File: src/rtl/psg_stereo_mixer.sv
// rtl/psg_stereo_mixer.sv - PSG three-channel mono/stereo mixer with box-average decimation
// and a single-register valid/ready output stage.
module psg_stereo_mixer #(
   parameter int DECIM_LOG2 = 3
) (
   input  logic        CLK,
   input  logic        RESET_N,
   input  logic        CE,
   input  logic [7:0]  CHANNEL_A,
   input  logic [7:0]  CHANNEL_B,
   input  logic [7:0]  CHANNEL_C,
   input  logic [1:0]  STEREO_MODE,
   output logic [15:0] OUT_L,
   output logic [15:0] OUT_R,
   output logic        OUT_VALID,
   input  logic        OUT_READY,
   output logic        OVERRUN,
   input  logic        CLR_OVR
);

   localparam int AW = 10 + DECIM_LOG2;
   localparam int CW = (DECIM_LOG2 > 0) ? DECIM_LOG2 : 1;
   localparam int N  = 1 << DECIM_LOG2;

   logic [9:0]    ch_a, ch_b, ch_c;
   logic [9:0]    mix_l, mix_r;
   logic [AW-1:0] acc_l, acc_r;
   logic [AW-1:0] tot_l, tot_r;
   logic [9:0]    avg_l, avg_r;
   logic [CW-1:0] win_cnt;
   logic          window_end;
   logic          accepted;

   assign ch_a = {2'b00, CHANNEL_A};
   assign ch_b = {2'b00, CHANNEL_B};
   assign ch_c = {2'b00, CHANNEL_C};

   always_comb begin
      mix_l = ch_a + ch_b + ch_c;
      mix_r = ch_a + ch_b + ch_c;
      case (STEREO_MODE)
         2'd1: begin
            mix_l = {ch_a[8:0], 1'b0} + ch_b;
            mix_r = {ch_c[8:0], 1'b0} + ch_b;
         end
         2'd2: begin
            mix_l = {ch_a[8:0], 1'b0} + ch_c;
            mix_r = {ch_b[8:0], 1'b0} + ch_c;
         end
         default: ;
      endcase
   end

   assign tot_l      = acc_l + AW'(mix_l);
   assign tot_r      = acc_r + AW'(mix_r);
   assign avg_l      = tot_l[DECIM_LOG2 +: 10];
   assign avg_r      = tot_r[DECIM_LOG2 +: 10];
   assign window_end = CE && (win_cnt == CW'(N - 1));
   // A completed window is taken unless an unconsumed sample is still being held.
   assign accepted   = !OUT_VALID || OUT_READY;

   always_ff @(posedge CLK or negedge RESET_N) begin
      if (!RESET_N) begin
         acc_l   <= '0;
         acc_r   <= '0;
         win_cnt <= '0;
      end else if (window_end) begin
         acc_l   <= '0;
         acc_r   <= '0;
         win_cnt <= '0;
      end else if (CE) begin
         acc_l   <= tot_l;
         acc_r   <= tot_r;
         win_cnt <= win_cnt + CW'(1);
      end
   end

   always_ff @(posedge CLK or negedge RESET_N) begin
      if (!RESET_N) begin
         OUT_L     <= 16'h8000;
         OUT_R     <= 16'h8000;
         OUT_VALID <= 1'b0;
         OVERRUN   <= 1'b0;
      end else begin
         if (window_end && accepted) begin
            OUT_L     <= {avg_l, 6'b0} ^ 16'h8000;
            OUT_R     <= {avg_r, 6'b0} ^ 16'h8000;
            OUT_VALID <= 1'b1;
         end else if (OUT_VALID && OUT_READY) begin
            OUT_VALID <= 1'b0;
         end

         if (window_end && !accepted)
            OVERRUN <= 1'b1;
         else if (CLR_OVR)
            OVERRUN <= 1'b0;
      end
   end

endmodule

File: config.mk
export PLATFORM = sky130hd
export DESIGN_NAME = psg_stereo_mixer
export DESIGN_NICKNAME = d
export VERILOG_FILES = /design/src/rtl/psg_stereo_mixer.sv
export SDC_FILE = /design/constraint.sdc
export NUM_CORES = 1
export LEC_CHECK = 0
export BUFFER_PORTS_ARGS = -buffer_cell sky130_fd_sc_hd__buf_2
export CORE_AREA = 2 2 99 101
export DETAILED_ROUTE_END_ITERATION = 12
export DIE_AREA = 0 0 101 103
export GPL_TIMING_DRIVEN = 0
export PLACE_DENSITY_LB_ADDON = 0.05
export SYNTH_ARGS = -nofsm -noshare
export SYNTH_HDL_FRONTEND = slang
export SYNTH_SLANG_ARGS = --single-unit
File: constraint.sdc
create_clock -name CLK -period 1.9 [get_ports CLK]
set_clock_uncertainty 0.1 [all_clocks]
set_input_delay 0.475 -clock CLK [delete_from_list [all_inputs] [get_ports CLK]]
set_output_delay 0.475 -clock CLK [all_outputs]
set_load 0.005 [all_outputs]
==> run metrics, run 1 <==
total of warnings raised by yosys 0; final setup fails 44; via count 4481; Clk Tree Root Cell clkbuf_8; Final ANT Viol Nets 0; final worst-path cycle share 196%; WL/cell 17.8 um; critical path fanouts, max 4; arrival time worst endpoint 3.89 ns; outcome finished, violations left; r2r setup slk -0.43 ns; total track usage 26.4%; r2r endpoint OUT_L[15]$_DFFE_PN1P_; antenna violations before repair 0; PD cells 1340 nW/um^2; setup tns final -62.93 ns; fin worst setup slack -1.83 ns; share of the synthesized area in the top cell type 25.6%; pre-CTS setup slack -2.48 ns; cts hold-fix bufs 0; I/O pin cnt 65; worst min path class input pin to register; Clock transition at path regs 0.12 ns; syn_area_per_cell 8.85 um^2; Global Route met3 Usage 2.44%; relative slew slack 23.6%; P&R area growth vs syn 39.3%; Post-Route WL 13700 um; # diodes 0; Gate Count Post-Synth 541; worst ir drop on vdd 0.800 mV; LEAKAGE 2.98 nW; first drt pass iteration count 4; nets@finish 756; share of cells above drive strength 1 39.4%; #FFs+latches synth 51; Yosys cell types 62; largest net degree at the start of global routing 52; hold path start CLR_OVR; Core Rows 36; WP data required 2.05 ns; Crit Path Class input pin to register; Core Region 9460 um^2; first-pass GRT wire length 21500 um; maxcap violations 0; estimated wirelength of the detail-placed design 9720 um; Hold Path End OVERRUN$_DFFE_PN0P_; DR DRC count 0; Die Footprint 10400 um^2; hold path depth 2; total congestion overflow 0; total CTS buffers 5; TritonCTS clock tree built; Synth area leaders dfrtp_1 26%, ha_1 14%, fa_1 5.9%; Mapped Area 4790 um^2; starting density of the core 50.6%; routed vias/inst 5.81; Initial DRC Count 168; main flop type after synthesis dfrtp_1; Placed Instances 717; Overall Power 0.00894 W; most common library cells after synthesis 55 x ha_1, 50 x nand2_1, 49 x dfrtp_1; non-filler cells, final 771; Slew Viols, Final 0; min cycle time layout 3.73 ns; Sink Count 51; largest area contributor in the netlist dfrtp_1; Die H 103 um; global-route track usage on met2 45.7%; RSZ-0062 raised after global routing yes; GP Congestion 0.866; sequential area share after synthesis 26.7%; Setup crit end kind register; CTS Buffer Depth 2; number of buffers added on ports 51; met1 Use GR 35.1%; chip width 101 um; reg2reg start acc_l[0]$_DFFE_PN0P_; CP Launch Type input pin; worst skew pair latency 0.33 ns; worst reg-to-reg path cell count 9; Post-synth ARST share 100%; Post-synth EDFFs 0; Fmax 268 MHz; failing checks setup timing; GRT busiest layer met2; CTS HTree Levels 2; most frequent cell after synthesis ha_1; Worst-Margin Slew 1.15 ns; Final Hold Fails 0; vias in the first global route 4407
[per-stage QoR]
stage | cell area [um^2] | utilization [%] | hold slack [ns]
6_report | 6670 | 70.5 | 0.226
5_1_grt | 6670 | 70.5 | 0.228
4_1_cts | 6300 | 66.6 | 0.228
3_5_place_dp | 5470 | 57.8 | 0.361
3_3_place_gp | 5470 | 57.8 | 0.357
2_1_floorplan | 5070 | - | 0.0794
[worst max path at each step]
stage | slack [ns] | from | to | cells after the start
6_report | -1.83 | CHANNEL_A[1] | OUT_L[15]$_DFFE_PN1P_ | 19
3_3_place_gp | -2.42 | CHANNEL_A[1] | acc_r[12]$_DFFE_PN0P_ | 20
2_1_floorplan | -1.84 | CHANNEL_A[1] | OUT_L[15]$_DFFE_PN1P_ | 18
3_5_place_dp | -2.48 | CHANNEL_A[1] | acc_r[12]$_DFFE_PN0P_ | 20
5_1_grt | -2.02 | CHANNEL_A[1] | OUT_L[15]$_DFFE_PN1P_ | 19
4_1_cts | -1.82 | CHANNEL_A[1] | OUT_L[15]$_DFFE_PN1P_ | 19
[sequential cells by signal, indices dropped and copies added, names as in the netlist]
signal,flops
win_cnt,3
OVERRUN,1
OUT_L,10
acc_r,13
OUT_R,10
OUT_VALID,1
acc_l,13
[placed cells by master, fill, tap and decap left out, drive strengths merged, types with 3 or more instances in the layout]
cell type	n
o2bb2ai	14
nand3	13
conb	12
o211ai	7
o31ai	4
nand3b	4
a22oi	3
dfrtp	49
a31oi	3
mux2	7
o21a	8
nor3	9
buf	114
clkbuf	17
a22o	6
xnor2	20
nor2	30
nand2	50
a21o	9
nor2b	12
clkinv	3
a2bb2oi	4
inv	40
nor3b	6
a221oi	4
o22ai	6
o21ai	44
nand2b	6
xor2	11
a21oi	32
ha	55
a21boi	4
a211oi	3
fa	14
[final cells by class]
class | count | area, um^2
fill | 753 | 2790
clock inverter | 3 | 28.8
buffer | 27 | 226
inverter | 40 | 178
timing repair buffer | 99 | 722
sequential | 51 | 1280
multi-input combinational | 432 | 4020
tap | 114 | 143
clock buffer | 5 | 68.8
[cells by family after synthesis]
family	after synthesis	share of synthesized area, %
AO/OA/AOI/OAI	171	25.0
XOR/XNOR	31	5.67
adder cells (fa/ha/maj)	69	20.2
buffers and inverters	69	6.35
flip-flops	51	26.7
multiplexers	9	2.07
other	1	0.0784
AND/OR/NAND/NOR	140	13.9
[routing by layer]
metal | share of wire, % | vias to the layer above
li1 | - | 2158
met1 | 43 | 2217
met2 | 51 | 87
met3 | 4.0 | 19
met4 | 1.5 | 0
met5 | 0 | -
[power by group]
part	internal [W]	switching (W)
Combinational	0.00319	0.00310
Clock	0.000274	0.000421
Sequential	0.00158	0.000381
Total	0.00504	0.00390
[what timing repair did]
action / in CTS / in global routing
setup endpoints to repair: 47 / 46
pin swaps: 62 / 36
gates resized for setup: 100 / 53
buffers inserted: 30 / 18
[worst max-delay path: stages]
cell	delay, ns
buf_12	0.09
inv_8	0.03
fa_1	0.47
inv_2	0.08
ha_4	0.14
inv_2	0.03
fa_2	0.33
nor2b_1	0.12
o21ai_1	0.09
a21boi_2	0.22
o31a_1	0.18
a21oi_2	0.06
a22o_1	0.25
ha_4	0.29
and3_4	0.20
o211ai_1	0.13
a21o_1	0.24
a2111o_1	0.37
nand3_1	0.08
Power figures use the tool's default switching activity.
==> inputs of run 2 (changes only) <==
CORE_AREA = 2 2 126 79   (was 2 2 99 101)
DIE_AREA = 0 0 128 81   (was 0 0 101 103)
GPL_ROUTABILITY_DRIVEN = 0   (was not set)
==> run 2 against run 1 <==
Compared with the run above: the run still ends with setup timing left; routed wire length grew 5.9%; first-iteration DRC count grew to 2.5 times the previous value; sequential cell count did not move; sequential share of layout area is 0.27 points lower; setup slack got worse by 0.15 ns; design area increased by 1.4%; register-to-register slack got worse by 0.02 ns; maximum frequency shrank 3.8%; clock-buffer cell count is 3 higher; core utilization increased by 1.6 points; die area shrank 0.34%; worst hold slack improved by 0.038 ns.
==> run metrics, run 2 (synthesis gave the netlist of run 1 again) <==
outcome finished, violations left; failing checks setup timing; chip width 128 um (+27%); Clock transition at path regs 0.07 ns (-0.05 ns); largest net degree at the start of global routing 52 (unchanged); pre-CTS setup slack -2.42 ns (+0.0612 ns); worst skew pair latency 0.30 ns (-0.03 ns); top flop regs acc_l x13, acc_r x13; estimated wirelength of the detail-placed design 10100 um (+4.2%); crit path from CHANNEL_B[1]; Post-Route WL 14500 um (+5.9%); total CTS buffers 5 (unchanged); antenna violations before repair 0 (unchanged); Die Footprint 10400 um^2 (-0.34%); DR DRC count 0 (unchanged); P&R area growth vs syn 41.3%; non-filler cells, final 775 (+0.52%); Comb pwr share 68.6% (-1.7 points); maxcap violations 0 (unchanged); first-pass GRT wire length 21900 um (+1.5%); min cycle time layout 3.88 ns (+0.147 ns); Initial DRC Count 425 (+150%); WL/cell 18.8 um (+5.4%); WHS 0.265 ns (+0.0384 ns); TritonCTS clock tree built; relative slew slack 21.5% (-2.1 points); Core Rows 28 (-22%); vias in the first global route 4252 (-3.5%); Clk Tree Root Cell clkbuf_16; Placed Area 5470 um^2 (+0.14%); Setup crit end kind register; clock network power share 10.6% (+2.8 points); Crit Path Class input pin to register; I/O pin cnt 65 (unchanged); number of buffers added on ports 51 (unchanged); CTS HTree Levels 2 (unchanged); Worst-Margin Slew 1.18 ns (+0.0321 ns); Final Cell Area 6760 um^2 (+1.4%); RSZ-0062 raised after global routing yes; Internal Pwr Total 0.00530 W (+5.1%); # diodes 0 (unchanged); total congestion overflow 0 (unchanged); Slew Viols, Final 0 (unchanged); switching power 0.00405 W (+4.0%); hold path start CLR_OVR; worst min path class input pin to register; CTS Buffer Depth 2 (unchanged); routed vias/inst 6.01 (+3.5%); arrival time worst endpoint 4.01 ns (+0.12 ns); critical path fanouts, max 4 (unchanged); nets@finish 754 (-0.26%); Final ANT Viol Nets 0 (unchanged); r2r setup slk -0.45 ns (-0.02 ns); Die H 81 um (-21%); cts hold-fix bufs 0 (unchanged); CP Launch Type input pin; WP data required 2.03 ns (-0.02 ns); final setup fails 44 (unchanged); PD cells 1380 nW/um^2 (+3.1%); share of cells above drive strength 1 39.8% (+0.43 points); LEAKAGE 3.00 nW (+0.80%); reg2reg start acc_l[0]$_DFFE_PN0P_; Core Region 9390 um^2 (-0.74%); fin worst setup slack -1.98 ns (-0.147 ns); Placed Instances 723 (+0.84%); Fmax 258 MHz (-3.8%); starting density of the core 51.0% (+0.38 points); total track usage 27.3% (+0.92 points); worst ir drop on vdd 0.732 mV (-8.5%); first drt pass iteration count 6 (+2); most frequent cells in the layout 49 x dfrtp_1, 49 x buf_4, 43 x buf_2; via count 4661 (+4.0%); Flop pwr share 20.9% (-1.0 points); final worst-path cycle share 204% (+7.7 points); switching share of total power 43.4% (-0.27 points); Final Hold Fails 0 (unchanged); Overall Power 0.00935 W (+4.6%); Sink Count 51 (unchanged)
[run 2: changes by cell type in the layout (fill, tap and decap cells not counted), sizes merged]
cell    delta
clkbuf     +5
buf        -4
clkinv     -2
inv        -1
[run 2: what timing repair did]
action / CTS / global route
resized for setup: 103 / 69
setup endpoints to repair: 47 / 48
pin swaps: 52 / 49
buffers inserted: 28 / 19
[run 2: per-layer routing]
| layer | track usage, % | vias up | routed length (um) |
|---|---|---|---|
| met1 | 41.2 | 2264 | 6950 |
| li1 | - | 2156 | - |
| met3 | 4.28 | 30 | 1110 |
| met4 | 5.38 | 0 | 221 |
| met5 | 0 | - | 0 |
| met2 | 41.7 | 211 | 6270 |
[run 2: worst paths after layout]
| path | endpoint | cells past startpoint |
|---|---|---|
| max in group asynchronous | OUT_L[7]$_DFFE_PN0P_ | 1 |
| hold / removal | OVERRUN$_DFFE_PN0P_ | 2 |
| setup / recovery | acc_l[10]$_DFFE_PN0P_ | 21 |
| hold reg to reg | OUT_R[15]$_DFFE_PN1P_ | 2 |
| setup reg to reg | OUT_L[15]$_DFFE_PN1P_ | 9 |
| min in group asynchronous | OUT_R[6]$_DFFE_PN0P_ | 1 |
[run 2: layout make-up]
cell class | count | area (um^2)
clock buffers | 8 | 156
inverters | 40 | 175
well taps | 120 | 150
plain buffers | 28 | 251
flip-flops and latches | 51 | 1280
fillers | 678 | 2630
repair buffers | 96 | 697
multi-input cells | 432 | 4050
[run 2: power by group through the flow]
stage	Sequential, W	Clock [W]	Combinational [W]
after floorplan	0.00187	0	0.00310
after global placement	0.00189	0	0.00401
after detailed placement	0.00191	0	0.00412
after CTS	0.00192	0.000993	0.00538
after global routing	0.00201	0.00104	0.00691
final	0.00195	0.000988	0.00641
[run 2: through the flow]
stage               util [%]  setup TNS [ns]
global placement        58.3          -83.26
floorplan                  -          -58.99
CTS                     67.5          -65.44
global route            72.0          -71.73
detailed placement      58.3          -86.12
finish                  72.0          -67.94
[run 2: worst max-delay path: stages]
cell and delay, ns:
buf_8 0.08, inv_4 0.03, fa_1 0.49, inv_2 0.08
ha_4 0.12, inv_2 0.03, fa_2 0.37, nor2b_2 0.16
o21ai_2 0.08, a21boi_2 0.22, o31a_1 0.22, a21oi_2 0.06
a22o_1 0.27, ha_4 0.26, buf_6 0.11, a21o_1 0.18
a21oi_2 0.20, a21o_1 0.22, buf_6 0.12, nand4b_1 0.10
nand3_1 0.12
==> inputs of run 3 (changes only) <==
BUFFER_PORTS_ARGS = not set   (was -buffer_cell sky130_fd_sc_hd__buf_2)
CORE_AREA = 2 2 114 72   (was 2 2 126 79)
DIE_AREA = 0 0 116 74   (was 0 0 128 81)
DONT_BUFFER_PORTS = 1   (was not set)
clock period = 4.16 ns   (was 1.9 ns; I/O delays follow)
==> run 3 against run 2 <==
Compared with the run above: die area down 17%; final cell count down 12%; setup slack better by 1.8 ns; the run still ends with setup timing left; first-iteration DRC count down 26%; via count down 9.1%; highest routed layer unchanged; largest cell class unchanged; non-clock buffer count down 82; sequential power down 54%; sequential share of layout area up 4.0 points; combinational power down 68%; design area down 17%.
==> run metrics, run 3 (synthesis gave the netlist of run 1 again) <==
outcome finished, violations left; failing checks setup timing; LEAKAGE 2.47 nW (-18%); total CTS buffers 5 (unchanged); top flop regs acc_l x13, acc_r x13; Setup crit end kind register; Buf+Inv Stages, Crit Path 3 (-3); arrival time worst endpoint 4.52 ns (+0.51 ns); antenna violations before repair 0 (unchanged); Placed Instances 660 (-8.7%); final setup fails 20 (-55%); Finished Core Util 73.8% (+1.8 points); Clk Tree Root Cell clkbuf_16; # diodes 0 (unchanged); Cell Chain, Critical Path inv_8 > fa_1 > inv_1 > ha_2 > inv_2 > fa_2 > nor2b_2 > o21ai_2 > a21boi_2 > o31a_1 > a21oi_2 > a22o_1 > ha_4 > and3_4 > o211ai_1 > a21o_1 > a2111o_1 > nand3_2; final worst-path cycle share 105%; fillers 568 (-16%); routed vias/inst 6.22 (+3.4%); CTS HTree Levels 2 (unchanged); total congestion overflow 0 (unchanged); CP max stage cell fa_1; worst ir drop on vdd 0.346 mV (-53%); worst setup path endpoint OUT_L[15]$_DFFE_PN1P_; Crit Path Class input pin to register; critical path fanouts, max 4 (unchanged); CTS Buffer Depth 2 (unchanged); cts hold-fix bufs 0 (unchanged); Worst-Margin Slew 0.751 ns (-0.427 ns); setup tns final -3.21 ns (+64.73 ns); WL/cell 19.3 um (+2.7%); relative slew slack 49.8% (+28 points); PD cells 608 nW/um^2 (-56%); Final Hold Fails 0 (unchanged); crit path from CHANNEL_A[1]; Sink Count 51 (unchanged); Die Footprint 8580 um^2 (-17%); starting density of the core 63.2% (+12 points); worst reg-to-reg path cell count 9 (unchanged); Critical Path Stages 18 (-14%); Initial DRC Count 316 (-26%); r2r setup slk 1.71 ns (+2.16 ns); WP data required 4.30 ns (+2.27 ns); share of cells above drive strength 1 18.3% (-22 points); reg2reg start acc_r[0]$_DFFE_PN0P_; total track usage 31.3% (+4.0 points); non-filler cells, final 681 (-12%); Final ANT Viol Nets 0 (unchanged); Die H 74 um (-8.6%); Slew Viols, Final 0 (unchanged); worst min path class input pin to asynchronous set/reset pin; worst skew pair latency 0.30 ns (about the same); largest net degree at the start of global routing 52 (unchanged); RSZ-0062 raised after global routing yes; DR DRC count 0 (unchanged); Fmax 228 MHz; min cycle time layout 4.38 ns; TritonCTS clock tree built; I/O pin cnt 65 (unchanged); CP Launch Type input pin; vias in the first global route 4081 (-4.0%); CP max stage delay 0.45 ns (-0.04 ns); estimated wirelength of the detail-placed design 9830 um (-3.0%); Core Rows 25 (-11%); delay-heaviest family, CP compound AO/OA/AOI/OAI gates; first-pass GRT wire length 20800 um (-4.9%); chip width 116 um (-9.4%); P&R area growth vs syn 16.7%; most common cell after layout, fill and taps aside dfrtp_1; Post-Route WL 13100 um (-9.8%); fin worst setup slack -0.224 ns (+1.75 ns); maxcap violations 0 (unchanged); r2r endpoint OUT_R[13]$_DFFE_PN0P_; via count 4236 (-9.1%); number of buffers added on ports 0 (-100%); Core Region 7570 um^2 (-19%); Clock transition at path regs 0.07 ns (about the same); nets@finish 672 (-11%); first drt pass iteration count 6 (unchanged); most frequent cells in the layout 49 x dfrtp_1, 48 x ha_1, 47 x nand2_1
## run 3: worst min path at each step
stage                                 endpoint  slack [ns]  cells past startpoint
after floorplan           acc_l[6]$_DFFE_PN0P_        0.35                      2
after global placement    acc_l[6]$_DFFE_PN0P_        0.36                      2
after detailed placement  acc_r[3]$_DFFE_PN0P_        0.38                      1
after CTS                 OUT_R[6]$_DFFE_PN0P_        0.33                      0
after global routing      acc_r[5]$_DFFE_PN0P_        0.31                      0
final                     OUT_R[7]$_DFFE_PN0P_        0.33                      0
## run 3: timing repair
action	4_1_cts	5_1_grt
endpoints found under the setup margin	19	26
setup buffers	7	8
pin swaps	15	21
resized for setup	27	24
## run 3: layout make-up
cell class,count,area [um^2],area share (%)
inverters,40,165,2.96
well taps,108,135,2.42
plain buffers,27,178,3.18
repair buffers,15,136,2.44
clock inverters,2,13.8,0.246
clock buffers,6,129,2.31
multi-input cells,432,3550,63.6
flip-flops and latches,51,1280,22.9
## run 3: per-layer routing
metal	vias to the layer above	track usage [%]	share of wire (%)	wire [um]
met5	-	0	0	0
met4	0	4.76	0.92	121
met3	19	8.23	9.2	1200
met2	178	48.5	43	5580
met1	2042	45.7	47	6220
li1	1997	-	-	-
## run 3: metrics by stage
stage          area (um^2)  setup WS (ns)  hold WS, ns  power (W)
3_3_place_gp          5100         -0.452        0.364    0.00248
4_1_cts               5430         -0.209        0.326    0.00316
5_1_grt               5590         -0.367        0.311    0.00364
3_5_place_dp          5100         -0.625        0.380    0.00256
2_1_floorplan         4960         -0.161        0.350    0.00219
6_report              5590         -0.224        0.326    0.00340
## run 3: power by group
part / leakage (nW) / internal, W / switching (W)
Clock: 0.0708 / 0.000224 / 0.000191
Combinational: 1.78 / 0.000932 / 0.00115
Sequential: 0.617 / 0.000723 / 0.000176
Total: 2.47 / 0.00188 / 0.00152
